--- src/rtl/input_buffer_port.sv ---
// input_buffer_port: router input FIFO with first-word fall-through head and a full margin for in-flight grants
// Define INBUF_ERR_EN to add sticky overflow/underflow flags.
module input_buffer_port #(
  parameter int FLIT_W = 32,
  parameter int DEPTH = 4,
  parameter int FULL_MARGIN = 1
) (
  input  logic                       clk,
  input  logic                       rst,
  input  logic [FLIT_W-1:0]          data_i,
  input  logic                       valid_i,
  output logic                       full_o,
  input  logic                       pop_i,
  output logic [FLIT_W-1:0]          data_o,
  output logic [7:0]                 packet_addr_o,
  output logic                       packet_valid_o,
`ifdef INBUF_ERR_EN
  output logic                       err_overflow_o,
  output logic                       err_underflow_o,
`endif
  output logic [$clog2(DEPTH+1)-1:0] count_o
);
  localparam int AW = $clog2(DEPTH);
  localparam int CW = $clog2(DEPTH+1);
  localparam logic [CW-1:0] DEPTH_C = CW'(DEPTH);
  localparam logic [CW-1:0] FULL_AT = CW'(DEPTH - FULL_MARGIN);
  logic [FLIT_W-1:0] mem [DEPTH];
  logic [AW-1:0] wr_ptr, rd_ptr;
  logic [CW-1:0] count;
  logic push, pop;
  // A push into a full buffer is dropped even when a pop frees a slot: upstream was already told full.
  assign push = valid_i && (count != DEPTH_C);
  assign pop = pop_i && (count != '0);
  always_ff @(posedge clk or posedge rst) begin
    if (rst) begin
      wr_ptr <= '0;
      rd_ptr <= '0;
      count <= '0;
    end else begin
      wr_ptr <= push ? wr_ptr + 1'b1 : wr_ptr;
      rd_ptr <= pop ? rd_ptr + 1'b1 : rd_ptr;
      count <= (push && !pop) ? count + 1'b1 : (pop && !push) ? count - 1'b1 : count;
    end
  end
  always_ff @(posedge clk) begin
    if (push) mem[wr_ptr] <= data_i;
  end
`ifdef INBUF_ERR_EN
  always_ff @(posedge clk or posedge rst) begin
    if (rst) begin
      err_overflow_o <= 1'b0;
      err_underflow_o <= 1'b0;
    end else begin
      err_overflow_o <= err_overflow_o || (valid_i && count == DEPTH_C);
      err_underflow_o <= err_underflow_o || (pop_i && count == '0);
    end
  end
`endif
  assign data_o = mem[rd_ptr];
  assign packet_addr_o = data_o[7:0];
  assign packet_valid_o = count != '0;
  assign full_o = count >= FULL_AT;
  assign count_o = count;
endmodule

--- config.mk ---
export PLATFORM = sky130hd
export DESIGN_NAME = input_buffer_port
export DESIGN_NICKNAME = d
export VERILOG_FILES = /design/src/rtl/input_buffer_port.sv
export SDC_FILE = /design/constraint.sdc
export NUM_CORES = 1
export LEC_CHECK = 0
export ABC_AREA = 0
export BUFFER_PORTS_ARGS = -buffer_cell sky130_fd_sc_hd__buf_2
export CAP_MARGIN = 20
export CORE_ASPECT_RATIO = 2
export CORE_MARGIN = 2
export CORE_UTILIZATION = 50
export CTS_BUF_LIST = sky130_fd_sc_hd__clkbuf_2 sky130_fd_sc_hd__clkbuf_4 sky130_fd_sc_hd__clkbuf_8
export CTS_CLUSTER_DIAMETER = 80
export DETAILED_ROUTE_END_ITERATION = 8
export GPL_TIMING_DRIVEN = 0
export HOLD_SLACK_MARGIN = 0.15
export PLACE_DENSITY = 0.71
export SLEW_MARGIN = 20
export SYNTH_ARGS = -nofsm -noshare
export SYNTH_HDL_FRONTEND = slang
export SYNTH_SLANG_ARGS = --single-unit
--- constraint.sdc ---
create_clock -name clk -period 2.6 [get_ports clk]
set_input_delay 0.39 -clock clk [delete_from_list [all_inputs] [get_ports clk]]
set_output_delay 0.39 -clock clk [all_outputs]
set_load 0.01 [all_outputs]
Yosys cells after proc, flatten, opt, wreduce, memory -nomap -nowiden
Memory sizes are Yosys's and may differ from the RTL's.
Cells that the tools add are included.

word-level totals
  flip-flop bits (word level) = 7
  bits in latches = 0
  bits in writable memories = 128
  ROM bits = 0
  input port bits = 36
  output and inout port bits = 45
  word-level logic and storage cells = 22
  memories = 1

cells by class
  add/subtract/negate cells = 4
  multipliers = 0
  div/mod/pow operators = 0
  $lt $le $gt $ge = 1
  equal/unequal tests = 1
  shift-type cells = 0
  muxes and demuxes = 4
  bitwise gates (word level) = 0
  reductions and logical operators = 8

memory list
  name  depth  width  rd ports  clocked after Yosys merged registers in  write ports  RTL line  source
  mem   4      32     1         0                                        1            27        logic [FLIT_W-1:0] mem [DEPTH];

operators with widths
  operator             number
  $mux 3               2
  $add 2x1->2 const B  2
  $logic_and 1x1->1    4
  $add 3x1->3 const B  1
  $ge 3x2->1 const B   1
  $ne 3x3->1 const B   1
  $reduce_bool 3->1    1
  $sub 3x1->3 const B  1
  $logic_not 1->1      2
  $mux 1               2
  $reduce_bool 2->1    1

Longest topological paths before layout
  depth after elaboration = 6
  gate-level depth with buffers = 8
  gate-level depth less buffers = 8

Least setup slack after synthesis
Ideal clock, no wire load.

  path type = reg-to-reg
  start = register count[0] (netlist: count_o[0])
  end = register count[2] (netlist: count_o[2])
  setup time = 0.079 ns
  arrival time = 2.019 ns
  data required time = 2.521 ns
  slack = 0.502 ns
  cell stages (with the launch flop) = 9
  buffers on the path = 0
  clock period less this slack = 2.098 ns
  path through = dfrtp_1 or3_1 nand2_1 ha_1 inv_1 fa_1 xor2_1 nor2_1 xor2_1

between the ends
  cells in the longest elaborated chain, start to end = 5
  elaborated cells on any way between the ends = 13
  classes of those cells = 2 x add/sub; 1 x eq/ne; 2 x mux; 8 x reduce/logical

RTL lines
  item                                                RTL line  source
  start: declaration                                  29        logic [CW-1:0] count;
  start signal: assignment                            42        count <= (push && !pop) ? count + 1'b1 : (pop && !push) ? count - 1'b1 : count;
  $reduce_bool 3->1 (*)                               -
  named net packet_valid_o                            16        output logic packet_valid_o,
  $logic_and 1x1->1 (*)                               33        assign pop = pop_i && (count != '0);
  $logic_not 1->1                                     42
  $logic_and 1x1->1                                   42
  $mux 3 / $reduce_bool 2->1 (equally long branches)  -

The timed path passes the listed nets; every way through them passes the cells marked *. The select of a mux whose other input is x is not followed.
A chain may end at the register's enable or synchronous reset.

Final worst setup path
  start = register rd_ptr[1]
  end = output port packet_addr_o[7]

between the ends
  cells in the longest elaborated chain, start to end = 1

RTL lines
  item                      RTL line  source
  start: declaration        28        logic [AW-1:0] wr_ptr, rd_ptr;
  start signal: assignment  41        rd_ptr <= pop ? rd_ptr + 1'b1 : rd_ptr;
  $mem_v2 4x32              -
  end: declaration          15        output logic [7:0] packet_addr_o,

Every way passes these cells.

==> results.md <==
* Status: complete, no violations
* Flip-flop and latch count after synthesis at approximately 140
* Num CTS Buffers at 17
* Clock insertion delay at the later pin of the skew report at about 0.43 ns
* Fin. max-slew vios at 0
* CP Launch Type: register
* Post-synth ARST share at 0.0519
* Net Switching at 0.00211 W
* Initial drt markers at around 120
* Row cnt at between 50 and 60
* CTS tree: yes
* Gr busiest metal: met2
* Setup TNS at 0 ns
* Boundary pin count at between 80 and 90
* Synth unique cells at 22
* Cell family with the largest share of critical-path delay: buffers and inverters
* Hold_ws at approximately 0.18 ns
* Final min period at about 2.4 ns
* DR DRC count at 0
* Slowest-stage cell, CP: mux4_2
* Top post-synthesis cells by count: edfxtp_1 (128), mux4_2 (28), buf_4 (8), dfrtp_1 (7), ha_1 (5)
* Setup WS post-layout at ~0.24 ns
* Synth area leaders: edfxtp_1 (75%), mux4_2 (12%), dfrtp_1 (3.4%)
* Largest stage delay, worst path at ~0.36 ns
* Wire per inst at roughly 18 microns
* Clock network power share at 0.266
* Crit. End Element: output pin
* Drt pass-1 iters at 5
* Max-cap viol count at 0
* Yosys warns at 0
* RSZ-0062 raised after global routing: no
* Post-Syn Area per Cell at ~24 sq um
* Routed via count at about 2400
* Max IR drop VDD at between 0.8 and 0.9 mV
* Post-CTS resize count at 0
* Worst Max-Slew Pin Slew at about 0.54 ns
* Slew HR at 0.638
* Cell internal pwr at ~0.0054 W
* Avg Vias per Cell at 5.09
* Cell count after synthesis at about 210
* Detail Placement HPWL at roughly 5600 microns
* Combinational Power Share at 0.332
* Initial antenna violation count at 0
* Share of cells above drive strength 1 at 0.474
* IO Port Bufs at 80
* Count leader, synth: edfxtp_1
* Antenna cell count at 0
* Switching Fraction at 0.282
* Worst endpoint data arrival time at between 1.5 and 2 ns
* Seq/Total Area, Yosys at 0.781
* Final core area utilization at 0.640
* Die area at between 10000 and 15000 sq um
* Antenna-violating nets left at 0
* Crit-path max FO at 10
* Global-route wire length before repair at ~13000 microns
* Starting Density at 0.510
* Min-delay worst type: primary input to register
* Synth top area share at 0.747
* RePlAce Congestion at 0.671
* Largest net degree at the start of global routing at 18
* Met2 usage at 0.289
* Post-CTS Setup Repair Bufs at 0
* Drt total wl at ~8400 microns
* Die Ht at 147 microns
* Fin. Hold Viols at 0
* Power per Cell Area at between 1000 and 1500 nW/um^2
* All-Layer GR Usage at 0.168
* Critical-path cell list: clkbuf_1, buf_2, mux4_2, buf_4, buf_2
* Crit Path Class: register to output pin
* Critical path required time at about 2.2 ns
* Clock-pin slew on the worst setup and hold paths at around 0.070 ns
* Buffers and inverters on the worst path at 4
* Number of global-route vias before repair at 2602
* Setup Slack @ Placement at 0.464 ns
* Final Setup Violations at 0
* Area leader, netlist: edfxtp_1
* Netlist Area Pre-Place at between 5000 and 6000 sq um
* Core outline area at a little over 10000 sq um
* Met3 Usage GRT at 0.0539
* EDFF count, synth at about 130
* Max Freq at ~0.42 GHz
* Clock root buffer: clkbuf_8
* Final net count at approximately 370
* Power, Total at 0.00750 W
* Reg power frac at 0.402
* Area delta synth->final at 25.5%
* Clock H-tree levels at 4
* Cell mode on critical path: buf_2
* Fin crit share at 0.908
* CTS max path bufs at 2
* Leak at about 2.3 nW
* Met1 Resource Use GR at 0.183
* TritonCTS Sinks at 135
* Post-Syn Nets at between 200 and 300
* Die width at approximately 76 microns
* Main synth FF type: edfxtp_1
* Clock Skew at roughly 0.011 ns
* Total gr overflow at 0
## cell type report
cell class / count / area, sq um
buffer: 16 / 150
clock buffer: 17 / 234
clock inverter: 15 / 233
fill: 689 / 3630
inverter: 4 / 15.0
multi-input combinational: 57 / 965
sequential: 135 / 4020
tap: 135 / 169
timing repair buffer: 100 / 671
## power groups by stage
stage	clock [W]	sequential, W	combinational (W)
final	0.00199	0.00302	0.00249
after global placement	0	0.00306	0.00239
after detailed placement	0	0.00307	0.00253
after CTS	0.00203	0.00303	0.00256
after global routing	0.00211	0.00306	0.00271
after floorplan	0	0.00305	0.00163
## per-stage QoR
step           std cells  cell area, sq um
2_1_floorplan        212              5140
3_3_place_gp         427              5710
3_5_place_dp         431              5830
4_1_cts              479              6450
5_1_grt              479              6450
6_report             479              6450
## layout by cell type, fill, tap and decap left out, types with 3 or more instances in the layout
cell type / n
dlygate4sd3_1: 16
buf_16: 4
edfxtp_1: 128
bufinv_16: 6
xnor2_1: 4
ha_1: 5
clkinvlp_4: 3
mux4_1: 4
buf_12: 3
dfrtp_1: 7
mux4_2: 28
buf_4: 8
inv_1: 4
clkbuf_8: 17
and2_2: 4
buf_2: 83
clkinv_1: 3
## per-layer routing
layer | wire (microns) | vias up
met1 | 3130 | 1243
met5 | 0 | -
met2 | 4730 | 68
met3 | 340 | 15
met4 | 194 | 0
li1 | - | 1111
## worst paths after layout
kind | startpoint | endpoint | slack (ns) | cells past startpoint
worst max-delay path | rd_ptr[1] | packet_addr_o[7] | 0.24 | 5
worst min-delay path | data_i[13] | mem[1][13] | 0.18 | 1
worst max register to register | count_o[0] | count_o[2] | 0.47 | 8
worst min register to register | count_o[2] | count_o[2] | 0.56 | 1
max in group asynchronous | rst | wr_ptr[0] | 1.96 | 3
min in group asynchronous | rst | count_o[1] | 0.43 | 3
## state kept, by name (all words and copies together), names as in the netlist
register	cells
count_o	3
mem	128
wr_ptr	2
rd_ptr	2
## repair_timing
action,CTS,global route
endpoints found under the hold margin,61,0
setup endpoints to repair,0,0
hold buffers,16,0
## cell families after synthesis
family / share of synthesized area
AND/OR/NAND/NOR: 0.00924
multiplexers: 0.147
adder cells (fa/ha/maj): 0.0161
buffers and inverters: 0.0321
XOR/XNOR: 0.0102
flip-flops: 0.781
AO/OA/AOI/OAI: 0.00365
Note: power is estimated with default switching activity, not from simulation.
